**src/rtl/hazard_pkg.sv**
```systemverilog
// Shared types and limits for the pipeline hazard controller.
package hazard_pkg;

    typedef enum logic [1:0] {
        FWD_NONE = 2'b00,
        FWD_WB   = 2'b01,
        FWD_MEM  = 2'b10
    } fwd_sel_t;

    typedef enum logic {
        IDLE  = 1'b0,
        VBUSY = 1'b1
    } hz_state_t;

    localparam int VLAT_MAX = 16;

endpackage

```
**src/rtl/hazard_if.sv**
```systemverilog
// Pipeline-side view of the hazard controller: register tags in, stall/flush/forward controls out.
interface hazard_if #(
    parameter int REG_W = 4
);
    import hazard_pkg::*;

    logic [REG_W-1:0] rs1_d, rs2_d;
    logic [REG_W-1:0] rs1_e, rs2_e;
    logic [REG_W-1:0] rd_e, rd_m, rd_w;
    logic             regwrite_e, regwrite_m, regwrite_w;
    logic             memtoreg_e;
    logic             vop_e;
    logic             branch_taken_e;
    logic             stall_f, stall_d, stall_e;
    logic             flush_d, flush_e, flush_m;
    fwd_sel_t         fwd_a_e, fwd_b_e;
    logic             vbusy;

    modport slave (
        input  rs1_d, rs2_d, rs1_e, rs2_e, rd_e, rd_m, rd_w,
        input  regwrite_e, regwrite_m, regwrite_w,
        input  memtoreg_e, vop_e, branch_taken_e,
        output stall_f, stall_d, stall_e, flush_d, flush_e, flush_m,
        output fwd_a_e, fwd_b_e, vbusy
    );

    modport master (
        output rs1_d, rs2_d, rs1_e, rs2_e, rd_e, rd_m, rd_w,
        output regwrite_e, regwrite_m, regwrite_w,
        output memtoreg_e, vop_e, branch_taken_e,
        input  stall_f, stall_d, stall_e, flush_d, flush_e, flush_m,
        input  fwd_a_e, fwd_b_e, vbusy
    );

endinterface

```
**src/rtl/hazard_fwd_sel.sv**
```systemverilog
// Forward select for one E-stage operand; M stage wins over W, register 0 never matches.
module hazard_fwd_sel
    import hazard_pkg::*;
#(
    parameter int REG_W = 4
) (
    input  logic [REG_W-1:0] rs_i,
    input  logic [REG_W-1:0] rd_m_i,
    input  logic [REG_W-1:0] rd_w_i,
    input  logic             regwrite_m_i,
    input  logic             regwrite_w_i,
    output fwd_sel_t         sel_o
);

    always_comb begin
        sel_o = FWD_NONE;
        if (rs_i != '0) begin
            if (regwrite_m_i && (rd_m_i == rs_i)) begin
                sel_o = FWD_MEM;
            end else if (regwrite_w_i && (rd_w_i == rs_i)) begin
                sel_o = FWD_WB;
            end
        end
    end

endmodule

```
**src/rtl/hazard_ctrl.sv**
```systemverilog
// Hazard controller: load-use stall, taken-branch flush, vector-op E occupancy and operand forwarding.
module hazard_ctrl
    import hazard_pkg::*;
#(
    parameter int REG_W = 4,
    parameter int VLAT  = 4
) (
    input  logic     clk,
    input  logic     reset,
    hazard_if.slave  hz
);

    localparam int CNT_W = $clog2(VLAT);
    localparam logic [CNT_W-1:0] CNT_LOAD = CNT_W'(VLAT - 2);

    hz_state_t        state_q, state_d;
    logic [CNT_W-1:0] cnt_q, cnt_d;
    fwd_sel_t         sel_a, sel_b;
    logic             lwstall;

    hazard_fwd_sel #(.REG_W(REG_W)) u_fwd_a (
        .rs_i         (hz.rs1_e),
        .rd_m_i       (hz.rd_m),
        .rd_w_i       (hz.rd_w),
        .regwrite_m_i (hz.regwrite_m),
        .regwrite_w_i (hz.regwrite_w),
        .sel_o        (sel_a)
    );

    hazard_fwd_sel #(.REG_W(REG_W)) u_fwd_b (
        .rs_i         (hz.rs2_e),
        .rd_m_i       (hz.rd_m),
        .rd_w_i       (hz.rd_w),
        .regwrite_m_i (hz.regwrite_m),
        .regwrite_w_i (hz.regwrite_w),
        .sel_o        (sel_b)
    );

    assign lwstall = hz.memtoreg_e && (hz.rd_e != '0) &&
                     ((hz.rd_e == hz.rs1_d) || (hz.rd_e == hz.rs2_d));

    always_ff @(posedge clk) begin
        if (reset) begin
            state_q <= IDLE;
            cnt_q   <= '0;
        end else begin
            state_q <= state_d;
            cnt_q   <= cnt_d;
        end
    end

    always_comb begin
        state_d    = state_q;
        cnt_d      = cnt_q;
        hz.stall_f = 1'b0;
        hz.stall_d = 1'b0;
        hz.stall_e = 1'b0;
        hz.flush_d = 1'b0;
        hz.flush_e = 1'b0;
        hz.flush_m = 1'b0;
        hz.vbusy   = 1'b0;
        hz.fwd_a_e = FWD_NONE;
        hz.fwd_b_e = FWD_NONE;
        if (!reset) begin
            hz.fwd_a_e = sel_a;
            hz.fwd_b_e = sel_b;
            unique case (state_q)
                IDLE: begin
                    // Taken branch redirects fetch, so it must not be held by a load-use stall.
                    if (hz.branch_taken_e) begin
                        hz.flush_d = 1'b1;
                        hz.flush_e = 1'b1;
                    end else if (lwstall) begin
                        hz.stall_f = 1'b1;
                        hz.stall_d = 1'b1;
                        hz.flush_e = 1'b1;
                    end
                    if (hz.vop_e) begin
                        state_d = VBUSY;
                        cnt_d   = CNT_LOAD;
                    end
                end
                VBUSY: begin
                    hz.stall_f = 1'b1;
                    hz.stall_d = 1'b1;
                    hz.stall_e = 1'b1;
                    hz.flush_m = 1'b1;
                    hz.vbusy   = 1'b1;
                    if (cnt_q == '0) begin
                        state_d = IDLE;
                    end else begin
                        cnt_d = cnt_q - 1'b1;
                    end
                end
                default: state_d = IDLE;
            endcase
        end
    end

endmodule

```
**src/flat_wrapper.sv**
```systemverilog
// flat-port wrapper written by rule: the top's interface ports become plain ports
module hazard_ctrl_flat import hazard_pkg::*;
#(
    parameter int REG_W = 4,
    parameter int VLAT  = 4
)
  (clk, reset, hz_rs1_d, hz_rs2_d, hz_rs1_e, hz_rs2_e, hz_rd_e, hz_rd_m, hz_rd_w, hz_regwrite_e, hz_regwrite_m, hz_regwrite_w, hz_memtoreg_e, hz_vop_e, hz_branch_taken_e, hz_stall_f, hz_stall_d, hz_stall_e, hz_flush_d, hz_flush_e, hz_flush_m, hz_fwd_a_e, hz_fwd_b_e, hz_vbusy);
  hazard_if #(.REG_W(REG_W)) hz_i ();
  input  logic clk;
  input  logic reset;
  input wire logic [$bits(hz_i.rs1_d)-1:0] hz_rs1_d;
  input wire logic [$bits(hz_i.rs2_d)-1:0] hz_rs2_d;
  input wire logic [$bits(hz_i.rs1_e)-1:0] hz_rs1_e;
  input wire logic [$bits(hz_i.rs2_e)-1:0] hz_rs2_e;
  input wire logic [$bits(hz_i.rd_e)-1:0] hz_rd_e;
  input wire logic [$bits(hz_i.rd_m)-1:0] hz_rd_m;
  input wire logic [$bits(hz_i.rd_w)-1:0] hz_rd_w;
  input wire logic [$bits(hz_i.regwrite_e)-1:0] hz_regwrite_e;
  input wire logic [$bits(hz_i.regwrite_m)-1:0] hz_regwrite_m;
  input wire logic [$bits(hz_i.regwrite_w)-1:0] hz_regwrite_w;
  input wire logic [$bits(hz_i.memtoreg_e)-1:0] hz_memtoreg_e;
  input wire logic [$bits(hz_i.vop_e)-1:0] hz_vop_e;
  input wire logic [$bits(hz_i.branch_taken_e)-1:0] hz_branch_taken_e;
  output wire logic [$bits(hz_i.stall_f)-1:0] hz_stall_f;
  output wire logic [$bits(hz_i.stall_d)-1:0] hz_stall_d;
  output wire logic [$bits(hz_i.stall_e)-1:0] hz_stall_e;
  output wire logic [$bits(hz_i.flush_d)-1:0] hz_flush_d;
  output wire logic [$bits(hz_i.flush_e)-1:0] hz_flush_e;
  output wire logic [$bits(hz_i.flush_m)-1:0] hz_flush_m;
  output wire logic [$bits(hz_i.fwd_a_e)-1:0] hz_fwd_a_e;
  output wire logic [$bits(hz_i.fwd_b_e)-1:0] hz_fwd_b_e;
  output wire logic [$bits(hz_i.vbusy)-1:0] hz_vbusy;
  assign hz_i.rs1_d = hz_rs1_d;
  assign hz_i.rs2_d = hz_rs2_d;
  assign hz_i.rs1_e = hz_rs1_e;
  assign hz_i.rs2_e = hz_rs2_e;
  assign hz_i.rd_e = hz_rd_e;
  assign hz_i.rd_m = hz_rd_m;
  assign hz_i.rd_w = hz_rd_w;
  assign hz_i.regwrite_e = hz_regwrite_e;
  assign hz_i.regwrite_m = hz_regwrite_m;
  assign hz_i.regwrite_w = hz_regwrite_w;
  assign hz_i.memtoreg_e = hz_memtoreg_e;
  assign hz_i.vop_e = hz_vop_e;
  assign hz_i.branch_taken_e = hz_branch_taken_e;
  assign hz_stall_f = hz_i.stall_f;
  assign hz_stall_d = hz_i.stall_d;
  assign hz_stall_e = hz_i.stall_e;
  assign hz_flush_d = hz_i.flush_d;
  assign hz_flush_e = hz_i.flush_e;
  assign hz_flush_m = hz_i.flush_m;
  assign hz_fwd_a_e = hz_i.fwd_a_e;
  assign hz_fwd_b_e = hz_i.fwd_b_e;
  assign hz_vbusy = hz_i.vbusy;
  hazard_ctrl #(.REG_W(REG_W), .VLAT(VLAT)) u_core (.clk(clk), .reset(reset), .hz(hz_i));
endmodule
```
**config.mk**
```make
export PLATFORM = sky130hd
export DESIGN_NAME = hazard_ctrl_flat
export DESIGN_NICKNAME = d
export VERILOG_FILES = /design/src/rtl/hazard_pkg.sv /design/src/rtl/hazard_if.sv /design/src/rtl/hazard_fwd_sel.sv /design/src/rtl/hazard_ctrl.sv /design/src/flat_wrapper.sv
export SDC_FILE = /design/constraint.sdc
export NUM_CORES = 1
export LEC_CHECK = 0
export ABC_AREA = 0
export CAP_MARGIN = 20
export CORE_MARGIN = 2
export CORE_UTILIZATION = 31
export DETAILED_ROUTE_END_ITERATION = 16
export GPL_ROUTABILITY_DRIVEN = 0
export GPL_TIMING_DRIVEN = 1
export MAX_ROUTING_LAYER = met4
export PLACE_DENSITY = 0.76
export SYNTH_ARGS = -nofsm -noshare
export SYNTH_HDL_FRONTEND = slang
export SYNTH_SLANG_ARGS = --single-unit
```
**constraint.sdc**
```tcl
create_clock -name clk -period 1.6 [get_ports clk]
set_clock_uncertainty 0.15 [all_clocks]
set_input_delay 0.32 -clock clk [delete_from_list [all_inputs] [get_ports clk]]
set_output_delay 0.32 -clock clk [all_outputs]
set_load 0.1 [all_outputs]
```
==> Word-level counts from Yosys, hierarchy flattened <==
Cells that the tools add are included.
{ "word_totals": {"regBits": 3, "in_bits": 36, "output_inout_bits": 11, "wordCells": 50} }
{ "op_classes": {"addsub": 1, "n_eq_ne": 8, "muxes": 26, "bitwise": 1, "reduce_logical": 12} }
{ "ops": {"columns": ["op", "n"], "rows": [
  ["4-bit equality test", 6],
  ["2-bit 2-to-1 mux", 8],
  ["1-bit 2-to-1 mux", 15],
  ["4-bit nonzero test", 3],
  ["1-bit logical AND", 6],
  ["2-bit inequality test (second input constant)", 2],
  ["1-bit case mux with 2 select lines", 2],
  ["2-bit case mux with 2 select lines", 1],
  ["2-bit zero test", 1],
  ["2-bit AND reduction", 1],
  ["2-bit by 1-bit subtractor with 2-bit output (second input constant)", 1],
  ["1-bit logical OR", 1],
  ["1-bit NOT", 1]
]} }

==> Logic depth before layout (Yosys ltp) <==
{ "logic_depth": {"depth_word": 7, "depth_mapped": 6, "mapped_depth_nobuf": 6} }

==> Modules after synthesis <==
From an unflattened synthesis, not the netlist that was laid out.
{ "unflattened": {"hier_cells": 77, "area_unflattened_um2": 568.0} }
{ "by_module_without_submodules": {"columns": ["module", "cells_each", "instances", "seq_area_each_um2", "area_each_um2"], "rows": [
  ["hazard_ctrl", 39, 1, 60.1, 310.3],
  ["hazard_fwd_sel", 19, 2, 0.0, 128.9]
]} }

==> Worst setup path after synthesis <==
OpenSTA, ideal clock, no wires.
{ "synth_path": {"kind": "input port to output port", "startpoint": "in hz_rd_m[2]", "endpoint": "out hz_fwd_b_e[1]", "arrival_ns": 3.010, "stages": 3, "t_required_ns": 1.130, "setup_slack_ns": -1.880, "n_path_buf": 0, "cell_sequence": "xor2_1 nor4_1 nor3b_1"} }
{ "synth_via": {"elab_chain_len": 5} }
{ "synth_lines": {"columns": ["element", "line_no", "rtl"], "rows": [
  ["start: declaration", "flat_wrapper.sv:16", "input wire logic [$bits(hz_i.rd_m)-1:0] hz_rd_m;"],
  ["4-bit equality test", "hazard_fwd_sel.sv:18", "if (regwrite_m_i && (rd_m_i == rs_i)) begin"],
  ["1-bit logical AND", "hazard_fwd_sel.sv:18", null],
  ["2-bit 2-to-1 mux", "hazard_fwd_sel.sv:18", null],
  ["2-bit 2-to-1 mux", "hazard_fwd_sel.sv:17", "if (rs_i != '0) begin"],
  ["2-bit 2-to-1 mux", "hazard_ctrl.sv:64", "if (!reset) begin"],
  ["end: declaration", "flat_wrapper.sv:31", "output wire logic [$bits(hz_i.fwd_b_e)-1:0] hz_fwd_b_e;"]
]} }
No other way between the ends.

==> Worst setup path after layout <==
{ "layout_path": {"startpoint": "in hz_rs1_d[2]", "endpoint": "out hz_stall_f"} }
{ "layout_via": {"elab_chain_len": 7} }
{ "layout_lines": {"columns": ["element", "line_no", "rtl"], "rows": [
  ["start: declaration", "flat_wrapper.sv:11", "input wire logic [$bits(hz_i.rs1_d)-1:0] hz_rs1_d;"],
  ["4-bit equality test", "hazard_ctrl.sv:40", "((hz.rd_e == hz.rs1_d) || (hz.rd_e == hz.rs2_d));"],
  ["1-bit logical OR", "hazard_ctrl.sv:40", null],
  ["1-bit logical AND", "hazard_ctrl.sv:39", "assign lwstall = hz.memtoreg_e && (hz.rd_e != '0) &&"],
  ["1-bit 2-to-1 mux", "hazard_ctrl.sv:73", "end else if (lwstall) begin"],
  ["1-bit 2-to-1 mux", "hazard_ctrl.sv:70", "if (hz.branch_taken_e) begin"],
  ["1-bit case mux with 2 select lines", "hazard_ctrl.sv:67", "unique case (state_q)"],
  ["1-bit 2-to-1 mux", "hazard_ctrl.sv:64", null],
  ["end: declaration", "flat_wrapper.sv:24", "output wire logic [$bits(hz_i.stall_f)-1:0] hz_stall_f;"]
]} }
No other way between the ends.

==> results.ini <==
[clock_tree]
cts.clk_slew.worst_paths_ns=0.04
numCtsBuffers=3
clock-sinks=3
cts-htree-levels=1
clk_latency_ns=0.25
cts_root_buf=clkbuf_4
ctsHoldBuffers=0
cts_tree=yes
clk_path_buf_depth=2

[sta]
finalHoldViolations=0
min_period_over_period_pct=124.6
rsz0062_at_grt=yes
finalSetupTns_ns=-2.305
tightest_slew_ns=0.5222
relSlewSlack_pct=64.86
post-route-min-period_ns=1.994
setup_viol=7
final-max-slew-violation-count=0
finalWorstSetupSlack_ns=-0.3936
fmax_mhz=501.6

[setup_path]
r2r_slack_ns=0.29
path_class=input pin to output pin
startpoint_type=input pin
end_kind=output pin
rr_endpoint=u_core.cnt_q[1]$_SDFFE_PP0P_
crit_fanout=2
reg2reg_from=u_core.cnt_q[0]$_SDFFE_PP0P_
reg2regPathDepth=5
arrival_ns=1.52
cp.required_ns=1.13
cp-startpoint=hz_rs1_d[2]

[route]
routed_via_density=5.069
wl_um=2309
drt-pass1-iter-count=2
drc=0
drt_iter0_drc=1
routed.top_layer=met4
ant_nets=0
drt-met1-wl_um=850
vias=806
wl_per_cell_um=14.52
dr_wl_met3_um=130
wl_met2_um=1284

[yosys]
synthTopCellsByCount=xnor2_1, xor2_1, inv_1
synth_compound_area_share_pct=15.89
synthMuxAreaShare_pct=1.869
ys_warn_count=0
yosys.area_share.simple_pct=27.80
synth_top_area_cell=xnor2_1
synthAdderAreaFrac_pct=2.336
synth-main-ff-cell=dfxtp_1
ys_seq_area_share_pct=11.21
synth_cells=71
synth_top_area_share_pct=17.99
synthArstFlopShare_pct=0
synth_edf_count=0
synthXorXnorAreaFrac_pct=31.07
synth_top_family_by_area=XOR/XNOR gates
synth.most_common_cell=xnor2_1
syn_area_per_cell_um2=7.542
netlist_area_um2=535.5
synth.area.top_cells=xnor2_1, xor2_1, dfxtp_1
synth-seq-cells=3
synth.distinct_cells=27
syn-num-nets=108

[global_routing]
antenna_found_initial=0
gr-total-overflow=0
grt_util_all_layers_pct=24.98
grt_pass1_wl_um=3498
grt_max_degree=9
first_global_vias=854

[floorplan]
start_util_pct=32.06
row_count=15
io_pins=47
die_y_um=45.56
core_mm2=0.001670
die_x_um=45.56
die_area_mm2=0.002076

[power]
ir_worst_vdd_uv=327.5
p_total_uw=701.0
power.density_mw_per_mm2=451.1
leakagePower_uw=0.0006618

[placed_design]
place_area_mm2=0.001424
dp.cells=153
io_buffers=45
hpwl_um=1773

[cells_and_area]
n_antenna_cell=0
final_cells=159
drive_gt1_share_pct=68.31
final_area_mm2=0.001554
syn2layout_area_growth_pct=190.2
nets=180

[hold_path]
min_to=u_core.cnt_q[1]$_SDFFE_PP0P_
hp-start=u_core.cnt_q[1]$_SDFFE_PP0P_
hp-class=flip-flop to flip-flop
whs_path_depth=2

[outcome]
violations=negative setup slack
status=finished, violations left

[flow_run]
cap_violations=0

flip-flops by register name, summed over array words and instances, names as in the netlist:
signal / cells
u_core.state_q: 1
u_core.cnt_q: 2
cell families (layout without fill, tap and decap cells):
| group | after synthesis | in the layout |
|---|---|---|
| AO/OA/AOI/OAI | 11 | 11 |
| XOR/XNOR | 19 | 19 |
| multiplexers | 1 | 1 |
| flip-flops | 3 | 3 |
| AND/OR/NAND/NOR | 25 | 25 |
| buffers and inverters | 11 | 82 |
| adder cells (fa/ha/maj) | 1 | 1 |
cells in the final DEF, fill, tap and decap left out, types with 3 or more instances in the layout:
master | synthesis | final
buf_4 | 3 | 19
dlygate4sd2_1 | 0 | 11
buf_12 | 0 | 13
nor3_4 | 0 | 3
buf_2 | 0 | 13
inv_1 | 7 | 4
xnor2_2 | 0 | 6
buf_6 | 0 | 9
xor2_1 | 8 | 3
xor2_2 | 0 | 4
buf_8 | 0 | 3
clkbuf_4 | 0 | 3
xnor2_1 | 11 | 5
nor3_1 | 6 | 3
where the power goes:
group	switching, µW	internal, µW	leakage [µW]
logic	243	226	0.000621
registers	5.28	80.7	0.0000254
clock network	51.6	94.2	0.0000150
cell type report:
class                           count  area, µm²
Multi-Input combinational cell     57      675.6
Fill cell                          57      116.4
Sequential cell                     3      63.81
Timing Repair Buffer               71      737.0
Tap cell                           17      21.27
Inverter                            7      30.03
Clock buffer                        4      26.28
what timing repair did:
action | 4_1_cts | 5_1_grt
pin swaps | 25 | 8
endpoints found under the hold margin | 0 | 0
setup endpoints to repair | 11 | 12
setup buffers | 1 | 1
resized for setup | 122 | 14
per-layer routing:
layer  track usage (%)  vias to the layer above
met5                 -                        -
met2             45.07                       38
met3             3.175                        5
li1                  -                      393
met1             26.20                      370
met4             12.35                        0
worst max-delay path by stage:
stage	end	cells after the start	slack, ns
after detailed placement	hz_flush_e	6	-0.85
final	hz_stall_f	7	-0.39
after CTS	hz_fwd_a_e[1]	6	-0.43
after global placement	hz_fwd_a_e[1]	6	-0.78
after floorplan	hz_flush_e	4	-0.91
after global routing	hz_stall_f	7	-0.44
critical path, cell delays in order:
cell and delay (ns):
buf_6 0.09, xor2_1 0.16, nor4_2 0.30, a41oi_2 0.09, buf_4 0.18, o22ai_4 0.16
buf_12 0.21
per-stage QoR:
| step | utilization, % | worst slack (ns) | hold WS, ns |
|---|---|---|---|
| after detailed placement | 85.24 | -0.8536 | 0.3395 |
| after floorplan | - | -0.9058 | 0.3016 |
| after CTS | 89.21 | -0.4253 | 0.3416 |
| final | 93.03 | -0.3936 | 0.3375 |
| after global routing | 93.03 | -0.4394 | 0.3653 |
| after global placement | 85.24 | -0.7795 | 0.3182 |
(Power assumes the default switching activity.)
